File: src/rtl/remote_comm_pkg.sv
// ---------------------------------------------------------------------------
// remote_comm_pkg
// Shared types and constants for the knight robot remote controller.
//   tx_state_t : byte sequencing states of the command transmitter
//   rx_state_t : states of the single-byte response receiver
//   DEFAULT_BAUD_DIV, FRAME_BITS, ACK_POS, ACK_MOVE : shared constants
//   frame_bit() : picks one bit of a start/data/stop UART frame
// ---------------------------------------------------------------------------
package remote_comm_pkg;

    typedef enum logic [1:0] {
        TX_IDLE,
        BYTE_HI,
        BYTE_LO
    } tx_state_t;

    typedef enum logic [1:0] {
        RX_IDLE,
        START,
        DATA,
        STOP
    } rx_state_t;

    localparam int         DEFAULT_BAUD_DIV = 2604;
    localparam int         FRAME_BITS       = 10;
    localparam logic [7:0] ACK_POS          = 8'hA5;
    localparam logic [7:0] ACK_MOVE         = 8'h5A;

    // Bit idx of the frame {stop, data[7:0], start}; idx 0 is the start bit.
    function automatic logic frame_bit(input logic [7:0] data, input logic [3:0] idx);
        logic [9:0] frame;
        frame = {1'b1, data, 1'b0};
        if (idx > 4'd9) begin
            return 1'b1;
        end
        return frame[idx];
    endfunction

endpackage

File: src/rtl/uart_rx.sv
// ---------------------------------------------------------------------------
// uart_rx
// Receive path for single-byte robot responses: input synchroniser, falling
// edge start detection, mid-bit sampling, stop-bit check and rdy handling.
// Build option: REMOTE_COMM_RX_SYNC_EN selects a two-flop synchroniser
// (otherwise a single flop); both reset to the idle level 1.
// Ports:
//   clk   in   system clock
//   rst_n in   synchronous active-low reset
//   rx    in   serial line, idle high
//   rdy   out  high while data holds a freshly received byte
//   data  out  last correctly framed byte
// ---------------------------------------------------------------------------
module uart_rx
    import remote_comm_pkg::*;
#(
    parameter int BAUD_DIV = DEFAULT_BAUD_DIV
) (
    input  logic       clk,
    input  logic       rst_n,
    input  logic       rx,
    output logic       rdy,
    output logic [7:0] data
);

    localparam int         CNT_W   = 12;
    localparam logic [CNT_W-1:0] FULL_M1 = CNT_W'(BAUD_DIV - 1);
    localparam logic [CNT_W-1:0] HALF_M1 = CNT_W'(BAUD_DIV / 2 - 1);

    logic rx_s;
    logic rx_prev;

`ifdef REMOTE_COMM_RX_SYNC_EN
    logic [1:0] sync_q;

    always_ff @(posedge clk) begin
        if (!rst_n) begin
            sync_q <= 2'b11;
        end else begin
            sync_q <= {sync_q[0], rx};
        end
    end

    assign rx_s = sync_q[1];
`else
    logic sync_q;

    always_ff @(posedge clk) begin
        if (!rst_n) begin
            sync_q <= 1'b1;
        end else begin
            sync_q <= rx;
        end
    end

    assign rx_s = sync_q;
`endif

    rx_state_t        state, state_n;
    logic [CNT_W-1:0] cnt, cnt_n;
    logic [2:0]       bit_cnt, bit_cnt_n;
    logic [7:0]       shift, shift_n;
    logic [7:0]       data_n;
    logic             rdy_n;

    always_ff @(posedge clk) begin
        if (!rst_n) begin
            state   <= RX_IDLE;
            cnt     <= '0;
            bit_cnt <= '0;
            shift   <= '0;
            data    <= '0;
            rdy     <= 1'b0;
            rx_prev <= 1'b1;
        end else begin
            state   <= state_n;
            cnt     <= cnt_n;
            bit_cnt <= bit_cnt_n;
            shift   <= shift_n;
            data    <= data_n;
            rdy     <= rdy_n;
            rx_prev <= rx_s;
        end
    end

    // START waits half a bit to reach the start-bit centre; every later
    // sample is a full bit period after the previous one.
    always_comb begin
        state_n   = state;
        cnt_n     = cnt;
        bit_cnt_n = bit_cnt;
        shift_n   = shift;
        data_n    = data;
        rdy_n     = rdy;
        case (state)
            RX_IDLE: begin
                if (rx_prev && !rx_s) begin
                    state_n = START;
                    cnt_n   = '0;
                    rdy_n   = 1'b0;
                end
            end
            START: begin
                if (cnt == HALF_M1) begin
                    cnt_n = '0;
                    if (rx_s) begin
                        state_n = RX_IDLE;
                    end else begin
                        state_n   = DATA;
                        bit_cnt_n = '0;
                    end
                end else begin
                    cnt_n = cnt + CNT_W'(1);
                end
            end
            DATA: begin
                if (cnt == FULL_M1) begin
                    cnt_n   = '0;
                    shift_n = {rx_s, shift[7:1]};
                    if (bit_cnt == 3'd7) begin
                        state_n = STOP;
                    end else begin
                        bit_cnt_n = bit_cnt + 3'd1;
                    end
                end else begin
                    cnt_n = cnt + CNT_W'(1);
                end
            end
            STOP: begin
                if (cnt == FULL_M1) begin
                    cnt_n   = '0;
                    state_n = RX_IDLE;
                    // A low stop bit is a framing error: drop the byte.
                    if (rx_s) begin
                        data_n = shift;
                        rdy_n  = 1'b1;
                    end
                end else begin
                    cnt_n = cnt + CNT_W'(1);
                end
            end
            default: begin
                state_n = RX_IDLE;
            end
        endcase
    end

endmodule

File: src/rtl/remote_comm.sv
// ---------------------------------------------------------------------------
// remote_comm
// Bench-side remote controller for the knight robot. Sends a 16-bit command
// as two UART bytes (high byte first) and presents single-byte responses.
// Build option: REMOTE_COMM_RX_SYNC_EN (two-flop RX synchroniser, handled
// inside uart_rx); transmit behaviour does not depend on it.
// Ports:
//   clk      in   system clock
//   rst_n    in   synchronous active-low reset
//   RX       in   serial input from robot TX, idle high
//   TX       out  serial output to robot RX, idle high
//   cmd      in   16-bit command, captured when snd_cmd is accepted
//   snd_cmd  in   one-cycle send request, honoured only when idle
//   cmd_snt  out  high once both bytes are out, until the next accept
//   resp_rdy out  high while resp holds a newly received byte
//   resp     out  last received byte
// ---------------------------------------------------------------------------
module remote_comm
    import remote_comm_pkg::*;
#(
    parameter int BAUD_DIV = DEFAULT_BAUD_DIV
) (
    input  logic        clk,
    input  logic        rst_n,
    input  logic        RX,
    output logic        TX,
    input  logic [15:0] cmd,
    input  logic        snd_cmd,
    output logic        cmd_snt,
    output logic        resp_rdy,
    output logic [7:0]  resp
);

    localparam int               CNT_W   = 12;
    localparam logic [CNT_W-1:0] FULL_M1 = CNT_W'(BAUD_DIV - 1);
    localparam logic [3:0]       LAST_BIT = 4'(FRAME_BITS - 1);

    uart_rx #(
        .BAUD_DIV(BAUD_DIV)
    ) u_rx (
        .clk  (clk),
        .rst_n(rst_n),
        .rx   (RX),
        .rdy  (resp_rdy),
        .data (resp)
    );

    tx_state_t        state, state_n;
    logic [15:0]      cmd_q, cmd_q_n;
    logic [CNT_W-1:0] cnt, cnt_n;
    logic [3:0]       bit_idx, bit_idx_n;
    logic             tx_q, tx_n;
    logic             done_q, done_n;
    logic             snt_q, snt_n;
    logic [7:0]       cur_byte;

    assign cur_byte = (state == BYTE_HI) ? cmd_q[15:8] : cmd_q[7:0];
    assign TX       = tx_q;
    assign cmd_snt  = snt_q;

    always_ff @(posedge clk) begin
        if (!rst_n) begin
            state   <= TX_IDLE;
            cmd_q   <= '0;
            cnt     <= '0;
            bit_idx <= '0;
            tx_q    <= 1'b1;
            done_q  <= 1'b0;
            snt_q   <= 1'b0;
        end else begin
            state   <= state_n;
            cmd_q   <= cmd_q_n;
            cnt     <= cnt_n;
            bit_idx <= bit_idx_n;
            tx_q    <= tx_n;
            done_q  <= done_n;
            snt_q   <= snt_n;
        end
    end

    // TX is registered from the counters, so the line lags the sequencer by
    // one cycle. done_q carries that lag into cmd_snt and also blocks a new
    // accept in the cycle cmd_snt is raised.
    always_comb begin
        state_n   = state;
        cmd_q_n   = cmd_q;
        cnt_n     = cnt;
        bit_idx_n = bit_idx;
        tx_n      = tx_q;
        done_n    = done_q;
        snt_n     = snt_q;
        case (state)
            TX_IDLE: begin
                tx_n = 1'b1;
                if (done_q) begin
                    snt_n  = 1'b1;
                    done_n = 1'b0;
                end else if (snd_cmd) begin
                    state_n   = BYTE_HI;
                    cmd_q_n   = cmd;
                    snt_n     = 1'b0;
                    cnt_n     = '0;
                    bit_idx_n = '0;
                end
            end
            BYTE_HI, BYTE_LO: begin
                tx_n = frame_bit(cur_byte, bit_idx);
                if (cnt == FULL_M1) begin
                    cnt_n = '0;
                    if (bit_idx == LAST_BIT) begin
                        bit_idx_n = '0;
                        if (state == BYTE_HI) begin
                            state_n = BYTE_LO;
                        end else begin
                            state_n = TX_IDLE;
                            done_n  = 1'b1;
                        end
                    end else begin
                        bit_idx_n = bit_idx + 4'd1;
                    end
                end else begin
                    cnt_n = cnt + CNT_W'(1);
                end
            end
            default: begin
                state_n = TX_IDLE;
            end
        endcase
    end

endmodule

File: config.mk
export PLATFORM = sky130hd
export DESIGN_NAME = remote_comm
export DESIGN_NICKNAME = d
export VERILOG_FILES = /design/src/rtl/remote_comm_pkg.sv /design/src/rtl/uart_rx.sv /design/src/rtl/remote_comm.sv
export SDC_FILE = /design/constraint.sdc
export NUM_CORES = 1
export LEC_CHECK = 0
export ABC_CLOCK_PERIOD_IN_PS = 4400
export CORE_MARGIN = 2
export CORE_UTILIZATION = 34
export DETAILED_ROUTE_END_ITERATION = 10
export GPL_ROUTABILITY_DRIVEN = 0
export PLACE_DENSITY_LB_ADDON = 0.1
export REMOVE_ABC_BUFFERS = 1
export SLEW_MARGIN = 15
export SYNTH_ARGS = -nofsm -noshare
export SYNTH_HDL_FRONTEND = slang
export SYNTH_SLANG_ARGS = --single-unit
File: constraint.sdc
create_clock -name clk -period 4.4 [get_ports clk]
set_clock_uncertainty 0.05 [all_clocks]
set_input_delay 0.88 -clock clk [delete_from_list [all_inputs] [get_ports clk]]
set_output_delay 0.88 -clock clk [all_outputs]
set_load 0.02 [all_outputs]
==> results_dict.tcl, run 1 <==
set metrics [dict create \
    nets 472 \
    hp-start "u_rx.shift[0]" \
    leakage_uw 0.00152 \
    io-pin-count 31 \
    pwr_density_cell_nw_per_um2 367 \
    cts-htree-levels 3 \
    whs_path_depth 2 \
    cell_with_the_most_instances_after_synthesis "sky130_fd_sc_hd__dfxtp_1" \
    layout-drive-gt1-share 0.0878 \
    cts_hold_buffers 0 \
    critical_path.max_stage_delay_ns 0.67 \
    grt_antenna_before_repair 0 \
    hold_path.class "reg -> reg" \
    cp.arrival_ns 3.01 \
    fp-row-count 37 \
    cts_max_path_buffers 2 \
    fin_ws_ns 1.56 \
    initial_utilization 0.351 \
    r2r-start "state[0]" \
    hold_viol_final 0 \
    critical_path_class "reg -> reg" \
    final_antenna_net_count 0 \
    fmax_achieved_mhz 352 \
    die_w_um 107 \
    worstSetupStartpointType "flop" \
    cts_repair_resize_count 0 \
    grt_start_max_net_pins 26 \
    vias 3085 \
    timing.critical_path.to_type "flop" \
    synth_largest_type_area_fraction 0.403 \
    cts_tree "done" \
    cts_setup_buffers 0 \
    report.final.slew_viol_count 0 \
    synth_area_per_cell_um2 8.72 \
    dr_pass1_iterations 4 \
    detailedPlace.worstSlack_ns 1.26 \
    number_of_flops_mapped_to_enable_cells_by_yosys 0 \
    grt_setup_unrepaired "no" \
    grt_pass1_vias 2892 \
    cp_max_fo 12 \
    max_cap_viol_count 0 \
    timing.critical_path.depth 6 \
    setup-violations-final 0 \
    seq_area_um2 1460 \
    grt_remaining_overflow 0 \
    peakVddDrop_mv 0.132 \
    path_clk_slew_ns 0.09 \
    cp-startpoint "state[0]" \
    global_route_wire_length_before_repair_mm 13.8 \
    seq_cells_post_synth 73 \
    nFillCells 1068 \
    drt_wirelength_mm 8.41 \
    timing_worst_slew_pin_value_ns 0.737 \
    synth_top_cells_by_area "sky130_fd_sc_hd__dfxtp_1, sky130_fd_sc_hd__nand2_1, sky130_fd_sc_hd__a21oi_1, sky130_fd_sc_hd__ha_1, sky130_fd_sc_hd__mux2i_1" \
    synth_seq_area_share 0.403 \
    n_antenna_cell 0 \
    fin_cells 580 \
    dpl.cell_count 564 \
    synth_warnings 0 \
    async_set_reset_flop_share_out_of_synthesis 0 \
    path_common_cell "sky130_fd_sc_hd__nor2_1" \
    clk_latency_ns 0.36 \
    cts.sinks 73 \
    combined_area_of_the_multi_input_logic_cells_um2 2040 \
    floorplan.core_area_um2 10300 \
    min_period_over_period 0.646 \
    timing.critical_path.cells "inv_1 -> ha_1 -> nor2b_1 -> nor2_1 -> o21ai_1 -> nor2_1" \
    grt_usage 0.152 \
    violation_count_after_the_first_detailed_routing_iteration 154 \
    detail_route.vias_per_cell 5.32 \
    r2r.worst_path.cells 6 \
    worstPathBufferInverterCount 1 \
    drc 0 \
    die_height_um 107 \
    synth.largest_area_cell "sky130_fd_sc_hd__dfxtp_1" \
    cts_root_buffer "sky130_fd_sc_hd__clkbuf_8" \
    critical_path_required_ns 4.56 \
    relSlewSlack 0.506 \
    detailedPlacementHpwl_mm 5.81 \
    result_of_the_run "finished, final reports clean" \
    syn_inst_count 416 \
    post_synth_instance_area_um2 3630 \
    fin_setup_tns_ns 0 \
    ys_dominant_reg_cell "sky130_fd_sc_hd__dfxtp_1" \
    fp.dieArea_um2 11500 \
    area_growth_syn_to_fin_pct 17.3 \
    port-buffer-count 30 \
    slowest_stage "sky130_fd_sc_hd__o21ai_1" \
    detail_route.wl_per_cell_um 14.5 \
    synth.lib_cells_used.distinct 64 \
    finalWorstPathRequiredPeriod_ns 2.84 \
    cp_top_family "simple AND/OR/NAND/NOR gates" \
    synth_top_cells_by_count "sky130_fd_sc_hd__dfxtp_1, sky130_fd_sc_hd__nand2_1, sky130_fd_sc_hd__a21oi_1" \
    cts_inserted_buffers 9 \
]
through the flow:
| step | hold WS (ns) | cell area (µm²) | power [µW] | util |
|---|---|---|---|---|
| CTS | 0.408 | 4250 | 1580 | 0.412 |
| finish | 0.404 | 4250 | 1560 | 0.412 |
| floorplan | 0.381 | 3540 | 913 | - |
| detailed placement | 0.395 | 4040 | 1010 | 0.392 |
| global placement | 0.392 | 4040 | 1010 | 0.392 |
| global route | 0.430 | 4250 | 1640 | 0.412 |
final timing paths:
| path | to | slack, ns |
|---|---|---|
| hold reg to reg | u_rx.shift[0] | 0.40 |
| setup / recovery | cnt[0] | 1.56 |
| setup reg to reg | cnt[0] | 1.56 |
| hold / removal | u_rx.shift[0] | 0.40 |
cells in the final DEF (no fill, tap or decap), types with 3 or more instances in the layout:
master / n
sky130_fd_sc_hd__a21oi_1: 44
sky130_fd_sc_hd__a22oi_1: 4
sky130_fd_sc_hd__a31oi_1: 4
sky130_fd_sc_hd__a41oi_1: 3
sky130_fd_sc_hd__and2_1: 4
sky130_fd_sc_hd__and3_1: 5
sky130_fd_sc_hd__buf_4: 4
sky130_fd_sc_hd__clkbuf_8: 10
sky130_fd_sc_hd__clkdlybuf4s50_1: 30
sky130_fd_sc_hd__dfxtp_1: 73
sky130_fd_sc_hd__ha_1: 13
sky130_fd_sc_hd__inv_1: 11
sky130_fd_sc_hd__mux2_2: 5
sky130_fd_sc_hd__mux2i_1: 12
sky130_fd_sc_hd__nand2_1: 61
sky130_fd_sc_hd__nand2b_1: 4
sky130_fd_sc_hd__nand3_1: 18
sky130_fd_sc_hd__nand3b_1: 8
sky130_fd_sc_hd__nand4_1: 4
sky130_fd_sc_hd__nor2_1: 23
sky130_fd_sc_hd__nor2b_1: 4
sky130_fd_sc_hd__o2111ai_1: 6
sky130_fd_sc_hd__o211ai_1: 8
sky130_fd_sc_hd__o21ai_0: 11
sky130_fd_sc_hd__or2_2: 3
sky130_fd_sc_hd__or3_1: 6
sky130_fd_sc_hd__xnor2_1: 4
sky130_fd_sc_hd__xor2_1: 10
state kept, by name, indices dropped and copies added, names as in the netlist, named ones only:
register / flops
bit_idx: 4
u_rx.rdy: 1
u_rx.rx_prev: 1
u_rx.rx_s: 1
u_rx.state: 1
u_rx.data: 8
cmd_snt: 1
u_rx.shift: 8
u_rx.cnt: 12
u_rx.bit_cnt: 3
cnt: 12
cmd_q: 16
state: 2
done_q: 1
TX: 1
logic make-up after synthesis:
logic type	Yosys count	synth area share
XOR/XNOR	14	0.0338
AO/OA/AOI/OAI	101	0.183
adder cells (fa/ha/maj)	13	0.0449
multiplexers	19	0.0611
flip-flops	73	0.403
buffers and inverters	33	0.0345
AND/OR/NAND/NOR	163	0.239
routing by layer:
layer / share of wire / vias to the layer above / track usage
li1: - / 1559 / -
met1: 0.46 / 1459 / 0.180
met2: 0.49 / 53 / 0.265
met3: 0.032 / 14 / 0.0375
met4: 0.016 / 0 / 0.0566
met5: 0 / - / 0
power by group:
group | leakage [µW] | total (µW) | switching [µW] | internal (µW)
Combinational | 0.000827 | 281 | 171 | 110
Sequential | 0.000592 | 711 | 22.5 | 688
Clock | 0.000101 | 569 | 283 | 285
final cells by class:
class                   count  area share
multi-input cells         310       0.479
repair buffers             34      0.0776
clock inverters             6      0.0174
well taps                 136      0.0400
flip-flops and latches     73       0.344
inverters                  11     0.00971
clock buffers              10      0.0324
tightest hold or removal path, cell delays in order, from the launching register on:
cell and delay (ns):
sky130_fd_sc_hd__dfxtp_1 0.32, sky130_fd_sc_hd__nand2_1 0.05, sky130_fd_sc_hd__a21oi_1 0.05
Power figures use the tool's default switching activity.
==> run 2: changes to the inputs <==
--- a/config.mk
+++ b/config.mk
@@ -5,7 +5,7 @@
 export SDC_FILE = /design/constraint.sdc
 export NUM_CORES = 1
 export LEC_CHECK = 0
-export ABC_CLOCK_PERIOD_IN_PS = 4400
+export ABC_CLOCK_PERIOD_IN_PS = 2300
 export CORE_MARGIN = 2
 export CORE_UTILIZATION = 34
 export DETAILED_ROUTE_END_ITERATION = 10
==> constraint.sdc (replaced) <==
create_clock -name clk -period 2.3 [get_ports clk]
set_clock_uncertainty 0.05 [all_clocks]
set_input_delay 0.46 -clock clk [delete_from_list [all_inputs] [get_ports clk]]
set_output_delay 0.46 -clock clk [all_outputs]
set_load 0.02 [all_outputs]
==> results_dict.tcl, run 2 (synthesis gave the netlist of run 1 again) <==
set metrics [dict create \
    result_of_the_run "finished, final reports clean" \
    cts_max_path_buffers 2 \
    drt_wirelength_mm 8.33 \
    setup-violations-final 0 \
    worstSetupStartpointType "flop" \
    final.hold.worst_slack_ns 0.404 \
    grt_remaining_overflow 0 \
    whs_path_depth 2 \
    slowest_stage "sky130_fd_sc_hd__or4_4" \
    area_growth_syn_to_fin_pct 21.3 \
    timing_worst_slew_pin_value_ns 0.477 \
    combined_area_of_the_multi_input_logic_cells_um2 2040 \
    die_height_um 107 \
    grt_usage 0.156 \
    io-pin-count 31 \
    cts-htree-levels 3 \
    max_cap_viol_count 0 \
    reg.largest.list "cmd_q x16, cnt x12, u_rx.cnt x12" \
    hold_path_end "u_rx.shift[0]" \
    finalWorstPathRequiredPeriod_ns 2.21 \
    relSlewSlack 0.678 \
    hp-start "u_rx.shift[0]" \
    path_clk_slew_ns 0.10 \
    fp.dieArea_um2 11500 \
    timing.critical_path.cells "inv_1 -> ha_1 -> or4b_4 -> or4_4 -> a221oi_4 -> mux2i_1" \
    cts_hold_buffers 0 \
    nets 493 \
    most_common_cell_after_layout_fill_and_taps_aside "sky130_fd_sc_hd__dfxtp_1" \
    initial_utilization 0.351 \
    die_w_um 107 \
    drc 0 \
    n_antenna_cell 0 \
    r2r_slack_ns 0.09 \
    nFillCells 1028 \
    final_antenna_net_count 0 \
    grt_start_max_net_pins 26 \
    r2r.worst_path.cells 6 \
    largest_register_ffs 16 \
    layout_common_cells "sky130_fd_sc_hd__dfxtp_1, sky130_fd_sc_hd__nand2_1, sky130_fd_sc_hd__a21oi_1, sky130_fd_sc_hd__clkdlybuf4s50_1, sky130_fd_sc_hd__buf_4" \
    critical_path_class "reg -> reg" \
    grt_antenna_before_repair 0 \
    min_period_over_period 0.960 \
    grt_pass1_vias 2957 \
    peakVddDrop_mv 0.410 \
    dpl.cell_count 585 \
    timing.critical_path.to_type "flop" \
    detail_route.wl_per_cell_um 13.9 \
    cp_max_fo 4 \
    seq_area_um2 1460 \
    fmax_achieved_mhz 453 \
    report.final.slew_viol_count 0 \
    port-buffer-count 30 \
    pwr_density_cell_nw_per_um2 658 \
    timing.rr.end "u_rx.bit_cnt[2]" \
    cts_tree "done" \
    hold_path.class "reg -> reg" \
    critical_path.max_stage_delay_ns 0.51 \
    fp-row-count 37 \
    fin_cells 601 \
    cp-startpoint "u_rx.cnt[1]" \
    detail_route.vias_per_cell 5.20 \
    r2r-start "u_rx.cnt[1]" \
    cts.sinks 73 \
    clk_latency_ns 0.35 \
    cts_root_buffer "sky130_fd_sc_hd__clkbuf_8" \
    detailedPlacementHpwl_mm 5.96 \
    vias 3126 \
    global_route_wire_length_before_repair_mm 14.4 \
    cp.arrival_ns 2.44 \
    floorplan.core_area_um2 10300 \
    leakage_uw 0.00162 \
    layout-drive-gt1-share 0.131 \
    registers.top_by_ff_count "cmd_q" \
    dr_pass1_iterations 4 \
    critical_path_required_ns 2.53 \
    cts_inserted_buffers 9 \
    violation_count_after_the_first_detailed_routing_iteration 107 \
    report.power.total_uw 2890 \
    hold_viol_final 0 \
]
-- run 2: worst max-delay path, delay by kind of cell (launching register included) --
kind	cells	cell delay, ns
fa+ha+maj	1	0.13
compound gates	1	0.37
simple gates	2	0.98
flops	1	0.34
mux	1	0.21
buf+inv	1	0.06
-- run 2: per-layer routing --
| layer | vias to the layer above | GRT usage | routed length, µm |
|---|---|---|---|
| met2 | 51 | 0.254 | 3880 |
| met4 | 0 | 0.0557 | 174 |
| li1 | 1601 | - | - |
| met5 | - | 0 | 0 |
| met1 | 1458 | 0.200 | 3990 |
| met3 | 16 | 0.0406 | 282 |
-- run 2: layout make-up --
class | count | area share
multi-input combinational | 310 | 0.464
sequential | 73 | 0.332
timing repair buffer | 55 | 0.114
tap | 136 | 0.0387
clock buffer | 9 | 0.0282
clock inverter | 7 | 0.0139
inverter | 11 | 0.00939
-- run 2: timing repair --
action                                  CTS  global route
gates resized for setup                   0             1
endpoints found under the setup margin    0             2
setup buffers                             0             0
-- run 2: how the worst max path moves through the flow --
stage	endpoint	slack, ns	cells after the start
6_report	u_rx.bit_cnt[2]	0.09	6
5_1_grt	u_rx.bit_cnt[2]	-0.002	6
4_1_cts	u_rx.bit_cnt[2]	0.05	6
3_5_place_dp	u_rx.bit_cnt[2]	0.09	6
3_3_place_gp	u_rx.bit_cnt[2]	0.12	6
2_1_floorplan	u_rx.cnt[10]	-0.02	5
-- run 2: power breakdown --
| part | leakage, µW | switching (µW) | internal [µW] | total [µW] |
|---|---|---|---|---|
| clock network | 0.0000888 | 558 | 412 | 970 |
| logic | 0.000938 | 330 | 234 | 564 |
| registers | 0.000592 | 40.9 | 1320 | 1360 |
-- run 2: per-stage QoR --
step                worst slack [ns]   util   TNS, ns  area [µm²]
floorplan                    -0.0181      -   -0.0544        3540
detailed placement            0.0856  0.408         0        4210
global placement               0.124  0.408         0        4210
finish                        0.0921  0.426         0        4400
CTS                           0.0502  0.426         0        4400
global route                -0.00217  0.426  -0.00217        4400
==> run 3: changes to the inputs <==
--- a/config.mk
+++ b/config.mk
@@ -5,7 +5,7 @@
 export SDC_FILE = /design/constraint.sdc
 export NUM_CORES = 1
 export LEC_CHECK = 0
-export ABC_CLOCK_PERIOD_IN_PS = 2300
+export ABC_CLOCK_PERIOD_IN_PS = 2700
 export CORE_MARGIN = 2
 export CORE_UTILIZATION = 34
 export DETAILED_ROUTE_END_ITERATION = 10
==> constraint.sdc (replaced) <==
create_clock -name clk -period 2.7 [get_ports clk]
set_clock_uncertainty 0.05 [all_clocks]
set_input_delay 0.54 -clock clk [delete_from_list [all_inputs] [get_ports clk]]
set_output_delay 0.54 -clock clk [all_outputs]
set_load 0.02 [all_outputs]
==> results_dict.tcl, run 3 (synthesis gave the netlist of run 1 again) <==
set metrics [dict create \
    violation_count_after_the_first_detailed_routing_iteration 90 \
    die_w_um 107 \
    reg.largest.list "cmd_q x16, cnt x12, u_rx.cnt x12" \
    layout_common_cells "sky130_fd_sc_hd__dfxtp_1, sky130_fd_sc_hd__nand2_1, sky130_fd_sc_hd__a21oi_1, sky130_fd_sc_hd__clkdlybuf4s50_1, sky130_fd_sc_hd__nor2_1" \
    critical_path_class "reg -> reg" \
    relSlewSlack 0.545 \
    fp-row-count 37 \
    cts_hold_buffers 0 \
    timing_worst_slew_pin_value_ns 0.679 \
    floorplan.core_area_um2 10300 \
    fmax_achieved_mhz 438 \
    nets 479 \
    grt_start_max_net_pins 42 \
    power.combinational.fraction 0.193 \
    path_clk_slew_ns 0.10 \
    seqPwrFrac 0.469 \
    pwr_density_cell_nw_per_um2 577 \
    peakVddDrop_mv 0.194 \
    fp.dieArea_um2 11500 \
    finalWorstPathRequiredPeriod_ns 2.28 \
    final.hold.worst_slack_ns 0.407 \
    result_of_the_run "finished, final reports clean" \
    grt_remaining_overflow 0 \
    clk_latency_ns 0.36 \
    cts_root_buffer "sky130_fd_sc_hd__clkbuf_8" \
    nFillCells 1050 \
    cts_tree "done" \
    drc 0 \
    detailedPlacementHpwl_mm 5.73 \
    registers.top_by_ff_count "cmd_q" \
    n_antenna_cell 0 \
    die_height_um 107 \
    pwr-share-clk 0.338 \
    power.switching_uw 806 \
    detail_route.vias_per_cell 5.19 \
    min_period_over_period 0.846 \
    layout.core_utilization 0.415 \
    p_sw_frac 0.326 \
    port-buffer-count 30 \
    cp_max_fo 5 \
    hold_path.class "reg -> reg" \
    hold_viol_final 0 \
    largest_register_ffs 16 \
    io-pin-count 31 \
    cts_inserted_buffers 9 \
    fin_setup_tns_ns 0 \
    grt_antenna_before_repair 0 \
    grt_usage 0.152 \
    global_route_wire_length_before_repair_mm 13.8 \
    cts_setup_buffers 0 \
    vias 3048 \
    layout-drive-gt1-share 0.102 \
    drt_wirelength_mm 8.21 \
    cell_internal_pwr_uw 1660 \
    dr_pass1_iterations 4 \
    area_growth_syn_to_fin_pct 18.1 \
    grt_setup_unrepaired "no" \
    cts_repair_resize_count 0 \
    final_antenna_net_count 0 \
    cts-htree-levels 3 \
    report.final.slew_viol_count 0 \
    max_cap_viol_count 0 \
    timing.critical_path.to_type "flop" \
    cp.arrival_ns 2.51 \
    detailedPlace.worstSlack_ns 0.429 \
    cts.sinks 73 \
    fin_ws_ns 0.415 \
    leakage_uw 0.00154 \
    r2r_slack_ns 0.42 \
    detail_route.wl_per_cell_um 14.0 \
    worstSetupStartpointType "flop" \
    critical_path_required_ns 2.93 \
    cts_max_path_buffers 2 \
    grt_pass1_vias 2886 \
    setup-violations-final 0 \
    initial_utilization 0.351 \
    most_common_cell_after_layout_fill_and_taps_aside "sky130_fd_sc_hd__dfxtp_1" \
]
-- run 3: area by class of cell --
| class | count | area [µm²] | area share |
|---|---|---|---|
| flip-flops and latches | 73 | 1460 | 0.341 |
| clock inverters | 7 | 63.8 | 0.0149 |
| multi-input cells | 310 | 2040 | 0.476 |
| repair buffers | 41 | 383 | 0.0894 |
| well taps | 136 | 170 | 0.0397 |
| clock buffers | 9 | 124 | 0.0289 |
| inverters | 11 | 41.3 | 0.00964 |
-- run 3: path summary, 6_finish.rpt --
check / startpoint / endpoint / cells after the start
worst max-delay path: cnt[0] / bit_idx[1] / 5
worst min register to register: cmd_q[12] / cmd_q[12] / 2
worst max register to register: cnt[0] / bit_idx[1] / 5
worst min-delay path: cmd_q[12] / cmd_q[12] / 2
-- run 3: power groups by stage --
| stage | Clock, µW | Sequential [µW] | Combinational (µW) |
|---|---|---|---|
| 3_5_place_dp | 0 | 1180 | 479 |
| 2_1_floorplan | 0 | 1180 | 313 |
| 5_1_grt | 913 | 1170 | 530 |
| 4_1_cts | 857 | 1160 | 481 |
| 3_3_place_gp | 0 | 1180 | 482 |
| 6_report | 835 | 1160 | 478 |
-- run 3: routing by layer --
layer	track usage	share of wire	vias up
met3	0.0315	0.031	21
li1	-	-	1565
met4	0.0788	0.035	0
met5	0	0	-
met2	0.250	0.46	53
met1	0.185	0.47	1409
-- run 3: worst max-delay path, stage by stage, from the launching register on --
cell and delay, ns:
sky130_fd_sc_hd__dfxtp_1 0.39, sky130_fd_sc_hd__ha_1 0.25, sky130_fd_sc_hd__or4b_1 0.55, sky130_fd_sc_hd__nor4_2 0.49
sky130_fd_sc_hd__a41oi_1 0.19, sky130_fd_sc_hd__a311oi_1 0.28
-- run 3: through the flow --
| stage | instances | power (µW) | instance area, µm² |
|---|---|---|---|
| after floorplan | 394 | 1490 | 3540 |
| after global placement | 571 | 1660 | 4100 |
| after detailed placement | 571 | 1660 | 4100 |
| after CTS | 587 | 2500 | 4280 |
| after global routing | 587 | 2610 | 4280 |
| final | 587 | 2470 | 4280 |
